`src/rtl/seq_normalizer_pkg.sv`:
```
// seq_normalizer_pkg
//   Shared types and constants for the sequential left-normalizer.
//   - state_e        : controller states (IDLE, SHIFT, DONE)
//   - DEFAULT_WIDTH  : default operand width
//   - cnt_width()    : bits needed to hold a shift count of 0..w-1
package seq_normalizer_pkg;

  localparam int DEFAULT_WIDTH = 8;

  typedef enum logic [1:0] {
    IDLE  = 2'd0,
    SHIFT = 2'd1,
    DONE  = 2'd2
  } state_e;

  // ceil(log2(w)). At most w-1 shifts are ever applied, so this is the
  // smallest width that holds every reachable count. Callers use w >= 2.
  function automatic int cnt_width(input int w);
    int n;
    n = 0;
    while ((1 << n) < w) n++;
    return n;
  endfunction

endpackage

```
`src/rtl/seq_normalizer.sv`:
```
// seq_normalizer
//   Multi-cycle left-normalizer. An accepted operand is shifted left one bit
//   per cycle until its MSB is set; the result reports the normalized word,
//   the number of shifts applied (leading-zero count) and an all-zero flag.
//
// Ports
//   clk        : clock, rising-edge
//   rst_n      : asynchronous active-low reset
//   in_valid   : operand offered
//   in_ready   : block can accept an operand (high only in IDLE)
//   in_data    : operand, WIDTH bits
//   out_valid  : result available (high only in DONE)
//   out_ready  : consumer takes the result
//   out_data   : normalized word, MSB set unless out_zero
//   out_shift  : number of left shifts applied, CNT_W bits
//   out_zero   : operand was all zeros
//
// Handshake: a transfer happens on a rising edge where valid and ready are
// both high. Outputs are driven only from registers, so there is no
// combinational path from any input to in_ready or out_valid. While
// out_valid is high and out_ready low, all out_* signals hold steady.
module seq_normalizer
  import seq_normalizer_pkg::*;
#(
  parameter int  WIDTH = DEFAULT_WIDTH,
  localparam int CNT_W = cnt_width(WIDTH)
) (
  input  logic             clk,
  input  logic             rst_n,
  input  logic             in_valid,
  output logic             in_ready,
  input  logic [WIDTH-1:0] in_data,
  output logic             out_valid,
  input  logic             out_ready,
  output logic [WIDTH-1:0] out_data,
  output logic [CNT_W-1:0] out_shift,
  output logic             out_zero
);

  state_e             state_q, state_d;
  logic [WIDTH-1:0]   data_q, data_d;
  logic [CNT_W-1:0]   cnt_q, cnt_d;
  logic               zero_q, zero_d;

  logic               in_is_zero;
  logic               in_msb_set;

  assign in_is_zero = (in_data == '0);
  assign in_msb_set = in_data[WIDTH-1];

  always_ff @(posedge clk or negedge rst_n) begin
    if (!rst_n) begin
      state_q <= IDLE;
      data_q  <= '0;
      cnt_q   <= '0;
      zero_q  <= 1'b0;
    end else begin
      state_q <= state_d;
      data_q  <= data_d;
      cnt_q   <= cnt_d;
      zero_q  <= zero_d;
    end
  end

  always_comb begin
    state_d = state_q;
    data_d  = data_q;
    cnt_d   = cnt_q;
    zero_d  = zero_q;

    unique case (state_q)
      IDLE: begin
        if (in_valid) begin
          data_d = in_data;
          cnt_d  = '0;
          if (in_is_zero) begin
            // Zero never enters SHIFT, so the loop always terminates.
            zero_d  = 1'b1;
            state_d = DONE;
          end else if (in_msb_set) begin
            state_d = DONE;
          end else begin
            state_d = SHIFT;
          end
        end
      end

      SHIFT: begin
        data_d = data_q << 1;
        cnt_d  = cnt_q + CNT_W'(1);
        // The bit below the MSB becomes the new MSB on this edge.
        if (data_q[WIDTH-2]) state_d = DONE;
      end

      DONE: begin
        if (out_ready) begin
          zero_d  = 1'b0;
          state_d = IDLE;
        end
      end

      default: begin
        state_d = IDLE;
      end
    endcase
  end

  assign in_ready  = (state_q == IDLE);
  assign out_valid = (state_q == DONE);
  assign out_data  = data_q;
  assign out_shift = cnt_q;
  assign out_zero  = zero_q;

endmodule

```
`config.mk`:
```
export PLATFORM = sky130hd
export DESIGN_NAME = seq_normalizer
export DESIGN_NICKNAME = d
export VERILOG_FILES = /design/src/rtl/seq_normalizer_pkg.sv /design/src/rtl/seq_normalizer.sv
export SDC_FILE = /design/constraint.sdc
export NUM_CORES = 1
export LEC_CHECK = 0
export CAP_MARGIN = 25
export CORE_ASPECT_RATIO = 0.9
export CORE_MARGIN = 8
export CORE_UTILIZATION = 43
export DETAILED_ROUTE_END_ITERATION = 16
export HOLD_SLACK_MARGIN = 0.15
export PLACE_DENSITY = 0.77
export SYNTH_ARGS = -nofsm -noshare
export SYNTH_HDL_FRONTEND = slang
export SYNTH_SLANG_ARGS = --single-unit
```
`constraint.sdc`:
```
create_clock -name clk -period 1.5 [get_ports clk]
set_input_delay 0.15 -clock clk [delete_from_list [all_inputs] [get_ports clk]]
set_output_delay 0.15 -clock clk [all_outputs]
set_load 0.005 [all_outputs]
```
==> results of run 1 <==
-- state kept, by name, indices dropped and copies added, names as in the netlist --
register   count
out_data       8
state_q        2
out_zero       1
out_shift      3
-- worst max-delay path by stage --
stage                                       start  slack (ns)                       to  depth (start not counted)
final                     out_data[6]$_DFFE_PN0P_        0.09              out_data[6]                          1
after global routing       state_q[1]$_DFFE_PN0P_        0.02  out_data[7]$_DFFE_PN0P_                          6
after CTS                 out_data[6]$_DFFE_PN0P_        0.07              out_data[6]                          1
after detailed placement               in_data[1]       -0.02     out_zero$_DFFE_PN0P_                          4
after global placement                 in_data[5]       0.009     out_zero$_DFFE_PN0P_                          4
after floorplan            state_q[0]$_DFFE_PN0P_        0.42  out_data[6]$_DFFE_PN0P_                          4
-- layer usage --
| layer | global-route usage [%] | vias to the layer above | wire (µm) | part of all wire [%] |
|---|---|---|---|---|
| li1 | - | 348 | - | - |
| met1 | 15.7 | 333 | 867 | 43 |
| met2 | 20.5 | 22 | 962 | 48 |
| met3 | 3.00 | 7 | 118 | 5.9 |
| met4 | 7.48 | 0 | 59 | 2.9 |
| met5 | 0 | - | 0 | 0 |
-- Yosys cell counts (all sizes together) --
cell type	count	area [µm²]
a21oi	8	40.0
nand2	5	18.8
a32o	1	10.0
dfrtp	14	350
nor2b	12	75.1
o32ai	1	8.76
nand2b	2	12.5
a22o	2	17.5
mux2i	1	10.0
o21bai	2	15.0
or3	1	6.26
buf	1	5.00
a2bb2oi	1	15.0
ha	1	12.5
o21ai	9	45.0
or4	2	22.5
nor2	2	15.0
a22oi	7	52.6
clkbuf	4	15.0
-- where the power goes --
| part | leakage (nW) | switching [mW] | total [mW] | internal, mW |
|---|---|---|---|---|
| logic | 0.269 | 0.423 | 1.06 | 0.640 |
| clock network | 0.0210 | 0.130 | 0.277 | 0.148 |
| registers | 0.179 | 0.160 | 0.698 | 0.538 |
-- per-stage QoR --
| step | hold slack (ns) | cells | area (µm²) |
|---|---|---|---|
| floorplan | -0.146 | 76 | 747 |
| global placement | 0.477 | 129 | 1070 |
| detailed placement | 0.479 | 129 | 1070 |
| CTS | 0.164 | 135 | 1130 |
| global route | 0.186 | 135 | 1130 |
| finish | 0.164 | 135 | 1130 |
-- layout by cell type (no fill, tap or decap), types with 3 or more instances in the layout --
master / n
nand2_1: 5
nor2b_1: 11
a21oi_1: 8
dfrtp_1: 14
o21ai_0: 5
buf_4: 11
clkbuf_4: 3
o21ai_1: 4
clkdlybuf4s50_1: 23
a22oi_1: 7
-- area by class of cell --
class	instances	area, µm²
clock buffer	4	36.3
fill	151	513
multi-input combinational	57	387
timing repair buffer	36	330
tap	24	30.0
sequential	14	350
-- timing repair --
item,4_1_cts,5_1_grt
resized for setup,5,0
buffers inserted,2,0
setup endpoints to repair,2,0
-- kinds of logic after synthesis --
group                      after synthesis  share of synthesized area [%]
AOI/OAI and AO/OA                       31                           27.3
and+or+nand+nor                         24                           20.1
DFF                                     14                           46.9
buffers and inverters                    5                           2.68
muxes                                    1                           1.34
adders and majority gates                1                           1.67
==> impl_results.md, run 1 <==
* PwrDens at 1800 mW/mm²
* # setup viols final at 0
* Final Cycle Share at 94.0%
* H-tree depth at 1
* Antenna violations before repair at 0
* Pleak at 0.469 nW
* Fraction of layout cells with a size suffix above 1 at 18.9%
* Num CTS Buffers at 3
* Slew @ Worst Pin at 0.236 ns
* GPL Wtd Cong at 0.781
* Pin count of the biggest net entering global routing at 15
* Critical-path cell list: clkdlybuf4s50_1
* Worst Path Arrival at 1.26 ns
* Peak VDD IR at 0.00116 V
* RSZ-0062 raised after global routing: false
* Syn-to-layout area delta at 51.8%
* Clock Sink Count at 14
* Die width at 59.9 µm
* CP max stage cell: clkdlybuf4s50_1
* Worst flop-to-flop path endpoint: out_data[0]$_DFFE_PN0P_
* Worst EP required at 1.35 ns
* Net Count, Synth at 89
* Total GRT Usage at 13.1%
* Starting Density at 45.4%
* Crit path max-delay family: buffers and inverters
* Clk buf depth at 2
* Ports at 26
* Min Tclk post-route at 1.41 ns
* Die Height at 55.5 µm
* DRT antenna net count at 0
* Via total after detailed routing at 710
* Worst path buffer plus inverter count at 1
* Buffers added on ports at 25
* CTS tree: yes
* Fmax at 0.709 GHz
* First-pass GRT wire length at 3370 µm
* Clock Skew at 0.00304 ns
* Final Util at 68.8%
* Crit path max fanout at 6
* # rows at 14
* Core area at 0.00165 mm²
* Rel. slew slack at 84.3%
* Synthesis-stage register bit count at 14
* Outcome: completed
* CP startpoint kind: register
* Worst-path clk slew at 0.09 ns
* Clock Latency Late Sink at 0.28 ns
* Gr ovfl total at 0
* Final hold violation count at 0
* Total Power at 2.04 mW
* Pre-antenna DRT Iters at 4
* Seq/Total Area, Yosys at 46.9%
* Routed wire per std cell at 14.9 µm
* Slowest cell delay on critical path at 0.54 ns
* Vias in the first global route at 753
* Hold-fix buffers at CTS at 0
* Syn Inst Count at 76
* Worst R2R Path Depth at 6
* Fin Setup TNS at 0 ns
* Antenna diodes at 0
* Post-DP HPWL at 1550 µm
* Worst R2R Start: state_q[1]$_DFFE_PN0P_
* Cell Area, Synth at 747 µm²
* Initial DRC Count at 26
* Nets at 125
* Dpl ws at -0.0172 ns
* HP Class: input port to async pin
* Maxcap violations at 0
* Root buffer cell: clkbuf_4
* Distinct cells, synth at 21
* Avg Vias per Cell at 5.26
* Die area at 0.00333 mm²
* CP Class: register to output port
* # DRC at 0
* Post-route worst setup slack at 0.0894 ns
* Routed wire length at 2010 µm
* R2R Setup Slk at 0.17 ns
* Final slew viol count at 0
* CP Capture Type: output port
* Mapped Avg Cell Area at 9.83 µm²
* Synth Warn # at 0
(Power assumes the default switching activity.)
==> inputs of run 2 (changes only) <==
CTS_BUF_LIST = sky130_fd_sc_hd__clkbuf_16   (was unset)
SLEW_MARGIN = 25   (was unset)
==> run 2 against run 1 <==
Design area is 3.5% higher. Via count up 3.1%. Clock-buffer cell count is 1 lower. Hold slack better by 0.052 ns. Routed wire length grew 6.3%. Sequential power grew 0.9%. Sequential share of layout area decreased by 1.1 points. Critical endpoint is now in_ready.
==> impl_results.md, run 2 (same netlist as run 1, synthesis figures left out) <==
* Outcome: completed
* Root buffer cell: clkbuf_16
* Final Cycle Share at 97.0% (+2.9 points)
* Slew @ Worst Pin at 0.273 ns (+0.0371 ns)
* Largest register FFs at 8 (unchanged)
* Vias in the first global route at 745 (-1.1%)
* Post-DP HPWL at 1550 µm (unchanged)
* Area occupied by multi-input gates at 387 µm² (unchanged)
* Rel. slew slack at 81.8% (-2.5 points)
* CTS tree: yes
* DRT antenna net count at 0 (unchanged)
* Routed wire length at 2130 µm (+6.3%)
* Pre-antenna DRT Iters at 4 (unchanged)
* Final hold violation count at 0 (unchanged)
* Worst R2R Start: state_q[0]$_DFFE_PN0P_
* Die Height at 55.5 µm (unchanged)
* Buffers added on ports at 25 (unchanged)
* Crit path max fanout at 4 (-2)
* Worst EP required at 1.35 ns (about the same)
* Leading cell type in the layout, fill and taps excluded: clkdlybuf4s50_1
* Final slew viol count at 0 (unchanged)
* Initial DRC Count at 33 (+27%)
* R2R Setup Slk at 0.19 ns (+0.02 ns)
* DP Cell Count at 129 (unchanged)
* Min Tclk post-route at 1.45 ns (+0.0441 ns)
* Total Power at 2.29 mW (+12%)
* CP Capture Type: output port
* Die width at 59.9 µm (unchanged)
* Fmax at 0.687 GHz (-3.0%)
* Syn-to-layout area delta at 57.1%
* Worst R2R Path Depth at 5 (-1)
* # setup viols final at 0 (unchanged)
* Fillers at 143 (-5.3%)
* Final std cells w/o fill at 134 (-0.74%)
* Gr ovfl total at 0 (unchanged)
* Antenna diodes at 0 (unchanged)
* Pleak at 0.492 nW (+4.8%)
* Nets at 124 (-0.80%)
* RSZ-0062 raised after global routing: false
* Core area at 0.00165 mm² (unchanged)
* Worst Path Arrival at 1.30 ns (+0.04 ns)
* # DRC at 0 (unchanged)
* Num CTS Buffers at 3 (unchanged)
* Starting Density at 45.4% (unchanged)
* H-tree depth at 1 (unchanged)
* GPL Wtd Cong at 0.781 (unchanged)
* CP startpoint kind: register
* CP max stage cell: clkdlybuf4s50_1
* Avg Vias per Cell at 5.46 (+3.9%)
* PwrDens at 1950 mW/mm² (+8.5%)
* Clk buf depth at 2 (unchanged)
* Worst flop-to-flop path endpoint: out_data[5]$_DFFE_PN0P_
* Most frequent cells in the layout: clkdlybuf4s50_1, dfrtp_1, nor2b_1
* Slowest cell delay on critical path at 0.51 ns (-0.03 ns)
* First-pass GRT wire length at 3440 µm (+2.3%)
* Total GRT Usage at 13.3% (+0.23 points)
* Die area at 0.00333 mm² (unchanged)
* Fraction of layout cells with a size suffix above 1 at 17.3% (-1.6 points)
* Via total after detailed routing at 732 (+3.1%)
* Pin count of the biggest net entering global routing at 15 (unchanged)
* Clock Sink Count at 14 (unchanged)
* Crit path max-delay family: buffers and inverters
* Critical-path cell list: nor2_2, clkdlybuf4s50_1
* Worst-path clk slew at 0.05 ns (-0.04 ns)
* Peak VDD IR at 0.00118 V (+1.3%)
* Worst path buffer plus inverter count at 1 (unchanged)
* CP Depth at 2 (+1)
* FF+latch area at 350 µm² (unchanged)
* Antenna violations before repair at 0 (unchanged)
* HP Class: input port to async pin
* Maxcap violations at 0 (unchanged)
* Clock Skew at 0.00114 ns (-0.00190 ns)
* Routed wire per std cell at 15.9 µm (+7.1%)
* CP Class: register to output port
* Clock Latency Late Sink at 0.24 ns (-0.04 ns)
* # rows at 14 (unchanged)
* Ports at 26 (unchanged)
==> run 2: changes by cell type in the layout (fill, tap and decap cells not counted), sizes merged <==
cell / change
clkdlybuf4s50: +1
clkinv: +1
buf: -1
dlygate4sd2: -2
clkbuf: -1
dlymetal6s2s: +1
==> run 2: per-stage QoR <==
| stage | utilization [%] | setup slack (ns) | area (µm²) | hold WS, ns | setup TNS, ns |
|---|---|---|---|---|---|
| finish | 71.3 | 0.0453 | 1170 | 0.216 | 0 |
| global route | 71.3 | 0.00380 | 1170 | 0.245 | 0 |
| CTS | 70.1 | -0.0274 | 1150 | 0.219 | -0.0454 |
| detailed placement | 65.3 | -0.0172 | 1070 | 0.479 | -0.0183 |
| global placement | 65.3 | 0.00875 | 1070 | 0.477 | 0 |
| floorplan | - | 0.424 | 747 | -0.146 | 0 |
==> run 2: metal layers <==
layer	GRT usage (%)	share of wire [%]
met3	3.70	6.0
met1	16.5	43
met4	6.46	2.6
met2	20.3	48
met5	0	0
==> run 2: area by class of cell <==
type / instances / share of cell area [%]
Clock inverter: 1 / 0.320
Tap cell: 24 / 2.56
Timing Repair Buffer: 35 / 27.9
Sequential cell: 14 / 29.9
Multi-Input combinational cell: 57 / 32.9
Clock buffer: 3 / 6.40
==> run 2: how the worst max path moves through the flow <==
stage / startpoint / endpoint / slack, ns
2_1_floorplan: state_q[0]$_DFFE_PN0P_ / out_data[6]$_DFFE_PN0P_ / 0.42
3_3_place_gp: in_data[5] / out_zero$_DFFE_PN0P_ / 0.009
3_5_place_dp: in_data[1] / out_zero$_DFFE_PN0P_ / -0.02
4_1_cts: state_q[0]$_DFFE_PN0P_ / in_ready / -0.03
5_1_grt: state_q[1]$_DFFE_PN0P_ / in_ready / 0.004
6_report: state_q[1]$_DFFE_PN0P_ / in_ready / 0.05
==> run 2: power breakdown <==
part	switching [mW]	total, mW	internal (mW)
Sequential	0.164	0.704	0.540
Combinational	0.430	1.07	0.644
Clock	0.158	0.511	0.353
Total	0.752	2.29	1.54
==> run 2: what timing repair did <==
action	4_1_cts	5_1_grt
hold buffers	0	0
resized for setup	0	4
endpoints found under the hold margin	0	0
endpoints found under the setup margin	2	2
pin swaps	0	1
buffers inserted	0	1
==> inputs of run 3 (changes only) <==
CORE_UTILIZATION = 40   (was 43)
PLACE_DENSITY = 0.72   (was 0.77)
TNS_END_PERCENT = 1   (was unset)
==> run 3 against run 2 <==
Non-clock buffer count down 1. Combinational power about the same. Critical path type unchanged. Hold slack better by 0.0011 ns. Sequential share of layout area up 0.16 points. Routed wire length down 3.4%. Maximum frequency up 1.1%. First-iteration DRC count up 9.1%.
==> impl_results.md, run 3 (same netlist as run 1, synthesis figures left out) <==
* Outcome: completed
* # DRC at 0 (unchanged)
* # setup viols final at 0 (unchanged)
* Critical-path cell list: nor2_2, clkdlybuf4s50_1
* Antenna violations before repair at 0 (unchanged)
* Final Cycle Share at 96.0% (-1.0 points)
* CP Capture Type: output port
* First-pass GRT wire length at 3510 µm (+1.8%)
* Syn-to-layout area delta at 56.3%
* Num CTS Buffers at 3 (unchanged)
* Pre-antenna DRT Iters at 4 (unchanged)
* Starting Density at 40.6% (-4.8 points)
* Clock Sink Count at 14 (unchanged)
* Maxcap violations at 0 (unchanged)
* Hold-fix buffers at CTS at 0 (unchanged)
* Worst R2R Path Depth at 5 (unchanged)
* Met1 usage in global routing at 16.9% (+0.40 points)
* Fmax at 0.695 GHz (+1.1%)
* Routed wire per std cell at 15.4 µm (-3.4%)
* Crit path max fanout at 3 (-1)
* Worst R2R Start: state_q[0]$_DFFE_PN0P_
* Buffers added on ports at 25 (unchanged)
* Worst flop-to-flop path endpoint: out_data[7]$_DFFE_PN0P_
* CTS tree: yes
* Gr ovfl total at 0 (unchanged)
* HP Class: input port to async pin
* Gr busiest metal: met2
* CP Class: register to output port
* Die Height at 57.0 µm (+2.6%)
* Largest register FFs at 8 (unchanged)
* Grt met2 use at 18.6% (-1.7 points)
* Clock Skew at 0.00683 ns (+0.00569 ns)
* Avg Vias per Cell at 5.37 (-1.6%)
* RSZ-0062 raised after global routing: false
* Total GRT Usage at 13.1% (-0.25 points)
* DP Cell Count at 129 (unchanged)
* Via total after detailed routing at 720 (-1.6%)
* Root buffer cell: clkbuf_16
* Routed wire length at 2060 µm (-3.4%)
* Die width at 61.6 µm (+2.7%)
* Slew @ Worst Pin at 0.246 ns (-0.0272 ns)
* Final slew viol count at 0 (unchanged)
* Post-DP HPWL at 1510 µm (-2.5%)
* Pleak at 0.487 nW (-1.0%)
* Peak VDD IR at 0.00148 V (+25%)
* R2R Setup Slk at 0.21 ns (+0.02 ns)
* Ports at 26 (unchanged)
* GPL Wtd Cong at 0.754 (-3.5%)
* Clock Latency Late Sink at 0.24 ns (about the same)
* Worst EP required at 1.35 ns (about the same)
* Fillers at 163 (+14%)
* Nets at 123 (-0.81%)
* Vias in the first global route at 716 (-3.9%)
* Slowest cell delay on critical path at 0.51 ns (about the same)
* CP startpoint kind: register
* Worst Path Arrival at 1.29 ns (about the same)
* Most frequent cells in the layout: clkdlybuf4s50_1, dfrtp_1, nor2b_1
* Final std cells w/o fill at 134 (unchanged)
* PwrDens at 1930 mW/mm² (-1.0%)
* Core area at 0.00184 mm² (+12%)
* Antenna diodes at 0 (unchanged)
* Worst-path clk slew at 0.05 ns (about the same)
* Min Tclk post-route at 1.44 ns (-0.0154 ns)
* Leading cell type in the layout, fill and taps excluded: clkdlybuf4s50_1
* DRT antenna net count at 0 (unchanged)
* Clk buf depth at 2 (unchanged)
* Met3 GRT Util at 6.05% (+2.4 points)
* Final hold violation count at 0 (unchanged)
* # rows at 15 (+1)
* Initial DRC Count at 36 (+9.1%)
* Fraction of layout cells with a size suffix above 1 at 16.5% (-0.76 points)
* Die area at 0.00351 mm² (+5.4%)
* Pin count of the biggest net entering global routing at 16 (+1)
* CP max stage cell: clkdlybuf4s50_1
* Total Power at 2.25 mW (-1.6%)
* Rel. slew slack at 83.6% (+1.8 points)
* H-tree depth at 1 (unchanged)
[run 3: cell count changes in the layout (fill, tap and decap cells not counted)]
cell,change
buf_4,-1
[run 3: metal layers]
layer,vias to the layer above,part of all wire [%]
met5,-,0
li1,344,-
met2,25,47
met3,2,7.7
met4,0,1.0
met1,349,44
[run 3: worst max path at each step]
| stage | start | endpoint | depth (start not counted) |
|---|---|---|---|
| floorplan | state_q[0]$_DFFE_PN0P_ | out_data[6]$_DFFE_PN0P_ | 4 |
| global placement | in_data[5] | out_zero$_DFFE_PN0P_ | 4 |
| detailed placement | in_data[0] | out_zero$_DFFE_PN0P_ | 4 |
| CTS | state_q[1]$_DFFE_PN0P_ | out_valid | 2 |
| global route | state_q[0]$_DFFE_PN0P_ | in_ready | 2 |
| finish | state_q[0]$_DFFE_PN0P_ | in_ready | 2 |
[run 3: timing repair]
action | in CTS | in global routing
resized for setup | 1 | 3
pin swaps | 0 | 1
endpoints found under the setup margin | 1 | 2
buffers inserted | 0 | 1
[run 3: per-stage QoR]
step	hold slack [ns]	area [µm²]	TNS, ns	utilization [%]	worst slack, ns
2_1_floorplan	-0.146	747	0	-	0.424
3_3_place_gp	0.481	1070	0	58.1	0.00217
3_5_place_dp	0.488	1070	-0.0474	58.1	-0.0288
4_1_cts	0.224	1150	0	62.5	0.00455
5_1_grt	0.256	1170	0	63.5	0.0263
6_report	0.217	1170	0	63.5	0.0607
[run 3: layout make-up]
| class | instances | area, µm² | share of cell area, % |
|---|---|---|---|
| clock inverter | 1 | 3.75 | 0.322 |
| multi-input combinational | 57 | 387 | 33.1 |
| tap | 25 | 31.3 | 2.68 |
| sequential | 14 | 350 | 30.0 |
| timing repair buffer | 34 | 320 | 27.4 |
| clock buffer | 3 | 75.1 | 6.43 |
[run 3: power by group]
| group | internal (mW) | switching, mW |
|---|---|---|
| registers | 0.541 | 0.163 |
| logic | 0.631 | 0.424 |
| clock network | 0.352 | 0.143 |
[run 3: critical path: cells and delay by family (launching register included)]
kind | cells | cell delay, ns
flip-flops | 1 | 0.42
AND/OR/NAND/NOR | 1 | 0.11
buffers and inverters | 1 | 0.51
